===== src/rtl/xnor_lane_pipe.sv =====
// rtl/xnor_lane_pipe.sv - registered XOR/XNOR unit with running-XOR accumulator and 2-entry output buffer
//
// Purpose:
//   Computes a^b, ~(a^b), acc^a^b (updating acc) or loads acc with a, one beat
//   per cycle. Results are held in an output register backed by a skid register,
//   so the upstream ready never depends on the downstream ready. Each result
//   carries a per-lane parity vector computed before registering.
//
// Ports:
//   clk        single clock, rising edge
//   rst        synchronous reset, active-high
//   in_valid   input beat valid
//   in_ready   unit can accept a beat (registered state only)
//   mode       00 XOR, 01 XNOR, 10 ACC_XOR, 11 ACC_LOAD
//   a, b       operands
//   out_valid  result valid
//   out_ready  downstream accepts result
//   out_data   result
//   out_parity XOR-reduce of each LANE_W-bit lane of out_data
//   acc_value  current accumulator contents

module xnor_lane_pipe #(
    parameter int WIDTH  = 64,
    parameter int LANE_W = 16,
    localparam int LANES = WIDTH / LANE_W
) (
    input  logic             clk,
    input  logic             rst,
    input  logic             in_valid,
    output logic             in_ready,
    input  logic [1:0]       mode,
    input  logic [WIDTH-1:0] a,
    input  logic [WIDTH-1:0] b,
    output logic             out_valid,
    input  logic             out_ready,
    output logic [WIDTH-1:0] out_data,
    output logic [LANES-1:0] out_parity,
    output logic [WIDTH-1:0] acc_value
);

    localparam logic [1:0] MODE_XOR      = 2'b00;
    localparam logic [1:0] MODE_XNOR     = 2'b01;
    localparam logic [1:0] MODE_ACC_XOR  = 2'b10;
    localparam logic [1:0] MODE_ACC_LOAD = 2'b11;

    logic             out_valid_q;
    logic [WIDTH-1:0] out_data_q;
    logic [LANES-1:0] out_parity_q;
    logic             skid_valid_q;
    logic [WIDTH-1:0] skid_data_q;
    logic [LANES-1:0] skid_parity_q;
    logic [WIDTH-1:0] acc_q;

    logic             accept;
    logic             pop;
    logic             acc_update;
    logic [WIDTH-1:0] result;
    logic [LANES-1:0] result_parity;

    function automatic logic [LANES-1:0] lane_parity(input logic [WIDTH-1:0] d);
        logic [LANES-1:0] p;
        p = '0;
        for (int i = 0; i < LANES; i++) begin
            p[i] = ^d[i*LANE_W +: LANE_W];
        end
        return p;
    endfunction

    // Ready is a function of the skid flag only: as long as the skid entry is
    // free, a beat arriving while the output register is stalled still has a home.
    assign in_ready = ~rst & ~skid_valid_q;
    assign accept   = in_valid & in_ready;
    assign pop      = out_valid_q & out_ready;

    always_comb begin
        result     = '0;
        acc_update = 1'b0;
        unique case (mode)
            MODE_XOR:      result = a ^ b;
            MODE_XNOR:     result = ~(a ^ b);
            MODE_ACC_XOR: begin
                result     = acc_q ^ a ^ b;
                acc_update = 1'b1;
            end
            MODE_ACC_LOAD: begin
                result     = a;
                acc_update = 1'b1;
            end
            default: begin
                result     = '0;
                acc_update = 1'b0;
            end
        endcase
        result_parity = lane_parity(result);
    end

    always_ff @(posedge clk) begin
        if (rst) begin
            out_valid_q   <= 1'b0;
            out_data_q    <= '0;
            out_parity_q  <= '0;
            skid_valid_q  <= 1'b0;
            skid_data_q   <= '0;
            skid_parity_q <= '0;
            acc_q         <= '0;
        end else begin
            if (accept && acc_update) begin
                acc_q <= result;
            end

            if (pop) begin
                if (skid_valid_q) begin
                    // Skid full implies in_ready=0, so no new beat competes here.
                    out_data_q   <= skid_data_q;
                    out_parity_q <= skid_parity_q;
                    skid_valid_q <= 1'b0;
                end else if (accept) begin
                    // Head leaves and new beat replaces it in the same cycle.
                    out_data_q   <= result;
                    out_parity_q <= result_parity;
                end else begin
                    out_valid_q <= 1'b0;
                end
            end else if (accept) begin
                if (!out_valid_q) begin
                    out_valid_q  <= 1'b1;
                    out_data_q   <= result;
                    out_parity_q <= result_parity;
                end else begin
                    skid_valid_q  <= 1'b1;
                    skid_data_q   <= result;
                    skid_parity_q <= result_parity;
                end
            end
        end
    end

    assign out_valid  = out_valid_q;
    assign out_data   = out_data_q;
    assign out_parity = out_parity_q;
    assign acc_value  = acc_q;

endmodule

===== config.mk =====
export PLATFORM = sky130hd
export DESIGN_NAME = xnor_lane_pipe
export DESIGN_NICKNAME = d
export VERILOG_FILES = /design/src/rtl/xnor_lane_pipe.sv
export SDC_FILE = /design/constraint.sdc
export NUM_CORES = 1
export LEC_CHECK = 0
export CAP_MARGIN = 40
export CORE_ASPECT_RATIO = 0.5
export CORE_MARGIN = 3
export CORE_UTILIZATION = 46
export DETAILED_ROUTE_END_ITERATION = 16
export MAX_ROUTING_LAYER = met4
export PLACE_DENSITY = 0.9
export SLEW_MARGIN = 15
export SYNTH_ARGS = -nofsm -noshare
export SYNTH_HDL_FRONTEND = slang
export SYNTH_SLANG_ARGS = --single-unit

===== constraint.sdc =====
create_clock -name clk -period 2.3 [get_ports clk]
set_input_delay 0.46 -clock clk [delete_from_list [all_inputs] [get_ports clk]]
set_output_delay 0.46 -clock clk [all_outputs]
set_load 0.01 [all_outputs]

==> results of run 1 <==
==> cell usage in the layout, fill, tap and decap left out, drive strengths merged <==
cell type,count
or4bb,13
o211ai,63
a31oi,4
dlygate4sd2,3
nand2,69
or4,1
nand4bb,50
nand3,1
o22ai,4
clkinv,3
clkbuf,28
nor4,1
bufinv,4
buf,156
o21ai,69
nand2b,64
xor2,9
diode,3
xnor2,178
and3b,1
nor3,1
mux2i,2
nor2,319
ha,1
inv,2
clkdlybuf4s50,255
a211oi,2
dfxtp,202
o221ai,63
a21oi,134
dlymetal6s2s,6
and3,1
nor2b,5
o31ai,1
a21boi,1
==> state kept, by name, summed over array words and instances, names as in the netlist <==
name           cells
skid_data_q       64
acc_value         64
out_valid          1
out_data          64
skid_valid_q       1
out_parity         4
skid_parity_q      4
==> through the flow <==
step / instances / TNS [ns] / hold slack [ns]
after global routing: 2026 / -0.605 / 0.157
after CTS: 2016 / 0 / 0.159
after floorplan: 1375 / 0 / 0.436
after global placement: 1979 / -2.64 / 0.442
final: 2026 / -0.250 / 0.171
after detailed placement: 1979 / -3.26 / 0.454
==> critical path, stage by stage <==
cell and delay (ns):
clkdlybuf4s50_1 0.49, a21boi_0 0.21, o31ai_1 0.10, buf_4 0.14
xnor2_2 0.23, xor2_1 0.24, xnor2_1 0.20, xnor2_1 0.14
xnor2_1 0.32, buf_4 0.19, o22ai_2 0.05
==> what timing repair did <==
item	4_1_cts	5_1_grt
pin swaps	10	46
endpoints found under the hold margin	0	0
cloned	0	1
endpoints found under the setup margin	1	8
gates resized for setup	5	47
hold buffers	0	0
buffers inserted	2	6
==> kinds of logic (layout without fill, tap and decap cells) <==
logic type | Yosys count | in the layout | share of synthesized area (%)
AO/OA/AOI/OAI | 341 | 341 | 18.9
XOR/XNOR | 187 | 187 | 15.8
adder cells (fa/ha/maj) | 1 | 1 | 0.112
buffers and inverters | 116 | 457 | 5.38
flip-flops | 202 | 202 | 36.1
multiplexers | 2 | 2 | 0.179
other | 0 | 3 | 0
AND/OR/NAND/NOR | 526 | 526 | 23.5
==> cell usage after synthesis (2+ instances only) <==
cell       count
a31oi_1        4
buf_1         15
xnor2_1      161
nand2b_1      64
nand4bb_1     50
o221ai_1      63
or4bb_1       13
buf_8          4
clkbuf_1      73
a21oi_1      134
xnor2_2       17
o21ai_0       68
o211ai_1      63
o22ai_1        4
buf_2         10
nor2b_1        5
nand2_1       69
dfxtp_1      202
buf_4          2
mux2i_1        2
xor2_1         9
buf_12         3
a211oi_1       2
nor2_1       319
buf_6          7
==> power by group <==
| part | internal [mW] | switching [mW] |
|---|---|---|
| Sequential | 3.67 | 0.136 |
| Clock | 2.28 | 1.44 |
| Combinational | 1.89 | 1.77 |
==> cell type report <==
type                            count  share of cell area, %
Tap cell                          307                   2.39
Multi-Input combinational cell   1057                   42.1
Clock buffer                       27                   3.72
Sequential cell                   202                   25.2
Antenna cell                        3                 0.0467
Clock inverter                      8                  0.910
Inverter                            1                 0.0233
Timing Repair Buffer              421                   25.6
==> layer usage <==
metal  track usage (%)  share of wire [%]  wire length, um
met5                 -                  0                0
met4              11.8                5.7             2250
met3              3.49                6.4             2530
met2              49.2                 49            19500
met1              32.9                 39            15200
==> final timing paths <==
check / startpoint / to / slack (ns) / cells past startpoint
worst max-delay path: b[54] / out_parity[3] / -0.14 / 11
worst min-delay path: rst / out_valid / 0.17 / 2
worst max register to register: acc_value[54] / out_parity[3] / -0.13 / 10
worst min register to register: skid_data_q[54] / skid_data_q[54] / 0.47 / 2
==> flow_summary.yaml, run 1 <==
outcome:
  outcome: "finished with violations"
  violations: "setup timing"
clock_tree:
  clock_sinks: 202
  root_buffer: "clkbuf_16"
  cts.clk_slew.worst_paths_ns: 0.07
  cts_tree: "done"
  clock_latency_ns: 0.50
  numCtsBuffers: 20
  cts_buffer_depth: 3
  htreeDepth: 1
global_routing:
  grt_max_degree: 161
  antenna_found_initial: 3
  grt_pass1_wl_um: 58200
  grt_pass1_vias: 11100
  grt_overflow: 0
  grt.total_usage_pct: 28.0
logic_synthesis:
  avgSynthCellArea_sq_um: 8.15
  yosysWarnings: 0
  syn_inst: 1375
  synth_edf_count: 0
  ys_ff_latch: 202
  synth_top_area_cell: "dfxtp_1"
  synth_area_sq_um: 11200
  synth_area_leaders: "dfxtp_1 (36%), xnor2_1 (13%), nor2_1 (11%), a21oi_1 (6.0%), nand4bb_1 (5.0%)"
  ys_seq_area_share_pct: 36.1
  synth_top_area_share_pct: 36.1
  synth_nets: 1510
  synth_cell_types: 37
  synth_ff_type: "dfxtp_1"
  async_reset_ff_share_pct: 0
route:
  wl_per_cell_um: 19.5
  drc: 0
  vias: 11700
  drt_iter0_markers: 1232
  via_per_inst: 5.80
  drtPass1Iterations: 7
  ant_nets: 0
  wl_um: 39500
placed_design:
  gp_congestion: 0.876
  dpl.hpwl_um: 25200
  port_buffers: 267
  place_area_sq_um: 15000
  dpl_worst_slack_ns: -0.516
power_and_ir_drop:
  vdd_drop_max_v: 0.000413
  power.leakage_nw: 5.92
  p_per_area_nw_per_um2: 695
  total_power_mw: 11.2
sta:
  min_period_over_period_pct: 106
  worst_pin_slew_ns: 0.815
  fmax_mhz: 410
  hold_viol: 0
  finalWorstSetupSlack_ns: -0.137
  fin_skew_ns: 0.0125
  finalSetupViolCount: 2
  maxSlewViolCount: 0
  rsz0062_at_grt: "yes"
  slew_headroom_pct: 45.7
  fin_crit_ns: 2.44
critical_path:
  cp-end-kind: "register"
  critPathLaunchType: "input port"
  critical_path_class: "in -> reg"
  cp.required_ns: 2.65
  cp_max_fo: 3
  critical_path_arrival_ns: 2.79
run:
  cap_violations: 0
layout:
  multi_input_area_sq_um: 6780
  drive_above_1_share_pct: 14.3
  fin_nets: 1838
  fin_area_sq_um: 16100
  ff_latch_area_sq_um: 4050
  nFillCells: 1583
  area_delta_synth_final_pct: 43.6
  fin_util_pct: 68.8
floorplan:
  dieArea_sq_um: 26400
  num_rows: 39
  start_util_pct: 47.9
  die_y_um: 116
  core_sq_um: 23400
  boundaryPins: 268
  die_x_um: 227
worst_hold_path:
  holdCritPathClass: "in -> reg"
No activity file was read; power rests on OpenSTA's default activity.
==> inputs of run 2 (changes only) <==
CAP_MARGIN = not set   (was 40)
CORE_ASPECT_RATIO = 1.4   (was 0.5)
CORE_UTILIZATION = 35   (was 46)
PLACE_DENSITY = 0.74   (was 0.9)
==> run 2 against run 1 <==
Effect of this change:
- the run now ends clean
- worst hold slack better by 0.27 ns
- non-clock buffer count stayed put
- highest routed layer unchanged
- die area is 30% higher
- core utilization is 18 points lower
- critical path depth is 2 lower
- register-to-register slack better by 0.24 ns
- sequential power hardly changed
- first-iteration DRC count is 56% lower
- sequential cell count stayed put
- worst setup slack better by 0.21 ns
- count of clock-buffer cells in the layout is 2 higher
==> flow_summary.yaml, run 2 (synthesized netlist as in run 1, its figures left out) <==
critical_path:
  cp.required_ns: 2.65
  cp_max_fo: 3
  cp-end-kind: "register"
  critPathMostFrequentCell: "xnor2_1"
  critPathMaxStageDelay_ns: 0.53
  critPathLaunchType: "input port"
  critical_path_class: "in -> reg"
  cpMaxStageDelayCell: "or4bb_1"
  startpoint: "b[44]"
  cp_cell_sequence: "clkdlybuf4s50_1 > or4bb_1 > o221ai_2 > xnor2_2 > xor2_2 > xnor2_1 > xnor2_1 > xnor2_1 > o22ai_1"
  rr_startpoint: "acc_value[22]"
  critical_path_arrival_ns: 2.58
global_routing:
  grt_overflow: 0
  grt_max_degree: 200
  grt_pass1_vias: 10700
  antenna_found_initial: 0
  grt_pass1_wl_um: 53900
  grt.total_usage_pct: 19.6
worst_hold_path:
  holdCritPathClass: "in -> reg"
  min_from: "rst"
clock_tree:
  root_buffer: "clkbuf_16"
  cts.clk_slew.worst_paths_ns: 0.06
  htreeDepth: 1
  cts_tree: "done"
  clock_latency_ns: 0.50
  cts_buffer_depth: 3
  clock_sinks: 202
  numCtsBuffers: 21
sta:
  finalSetupViolCount: 0
  min_period_over_period_pct: 96.7
  fmax_mhz: 450
  hold_viol: 0
  maxSlewViolCount: 0
  timing.hold.ws_ns: 0.437
  worst_pin_slew_ns: 1.10
  tns_ns: 0
  slew_headroom_pct: 26.6
  fin_crit_ns: 2.22
  rsz0062_at_grt: "no"
  fin_skew_ns: 0.0111
placed_design:
  port_buffers: 267
  gp_congestion: 0.811
  dpl.hpwl_um: 24300
  placed_cells: 2068
  place_area_sq_um: 15100
layout:
  fin_area_sq_um: 15800
  instances_no_fill: 2105
  drive_above_1_share_pct: 12.4
  nFillCells: 2984
  layout_commonest_cell: "nor2_1"
  area_delta_synth_final_pct: 41.0
  fin_nets: 1839
  final_cell_mix: "nor2_1 (319), clkdlybuf4s50_1 (263), dfxtp_1 (199)"
route:
  drc: 0
  drtPass1Iterations: 4
  wl_um: 33900
  vias: 10800
  via_per_inst: 5.14
  drt_iter0_markers: 540
  ant_nets: 0
  wl_per_cell_um: 16.1
floorplan:
  boundaryPins: 268
  die_y_um: 218
  start_util_pct: 35.9
  num_rows: 76
  die_x_um: 157
  core_sq_um: 31200
  dieArea_sq_um: 34200
power_and_ir_drop:
  vdd_drop_max_v: 0.000379
  p_per_area_nw_per_um2: 644
  power.leakage_nw: 5.68
outcome:
  outcome: "finished clean"
run:
  cap_violations: 0
-- run 2: cell count changes in the layout (fill, tap and decap cells not counted), moves of 5 or more --
cell and change:
dlymetal6s2s_1 -5, clkdlybuf4s50_1 +8, xnor2_1 +13, o221ai_2 -9, o221ai_1 +10, buf_4 +5
xnor2_2 -13
-- run 2: worst max-delay path: cells and delay by family --
family / cells / cell delay [ns]
AND/OR/NAND/NOR: 1 / 0.53
XOR/XNOR: 5 / 0.93
AO/OA/AOI/OAI: 2 / 0.19
buffers and inverters: 1 / 0.47
-- run 2: report_power, final --
part / total (mW) / switching, mW / leakage (nW) / internal (mW)
clock network: 3.12 / 1.36 / 0.299 / 1.77
logic: 3.25 / 1.49 / 3.74 / 1.76
registers: 3.80 / 0.124 / 1.64 / 3.67
total: 10.2 / 2.97 / 5.68 / 7.19
-- run 2: worst paths after layout --
path                           to  slack [ns]  cells past startpoint
setup / recovery    out_parity[2]        0.08                      9
hold / removal    skid_data_q[54]        0.44                      5
setup reg to reg    out_parity[1]        0.11                      8
hold reg to reg   skid_data_q[54]        0.46                      2
-- run 2: metal layers --
layer	vias up	wire length, um	GRT usage [%]
met4	0	1310	7.06
met1	5115	14000	22.8
met3	68	1420	2.12
met2	247	17200	34.6
li1	5388	-	-
met5	-	0	-
-- run 2: what timing repair did --
| item | 4_1_cts | 5_1_grt |
|---|---|---|
| gates resized for setup | 1 | 8 |
| endpoints found under the setup margin | 2 | 6 |
| setup buffers | 0 | 3 |
| hold endpoints to repair | 0 | 0 |
| gates cloned | 0 | 0 |
| hold buffers | 0 | 0 |
| pin swaps | 1 | 11 |
-- run 2: cell type report --
cell class / instances / area (sq um) / share of cell area (%)
Multi-Input combinational cell: 1057 / 6610 / 41.9
Sequential cell: 202 / 4050 / 25.6
Timing Repair Buffer: 421 / 4030 / 25.5
Clock buffer: 29 / 586 / 3.71
Tap cell: 390 / 488 / 3.09
Clock inverter: 4 / 26.3 / 0.166
Inverter: 1 / 3.75 / 0.0238
Antenna cell: 1 / 2.50 / 0.0158
-- run 2: metrics by stage --
step / worst slack [ns] / power [mW] / util (%)
finish: 0.0769 / 10.2 / 50.6
global route: 0.00252 / 10.7 / 50.6
CTS: 0.0302 / 10.3 / 50.5
detailed placement: -0.576 / 7.12 / 48.5
global placement: -0.490 / 7.06 / 48.5
floorplan: 0.0233 / 5.68 / -
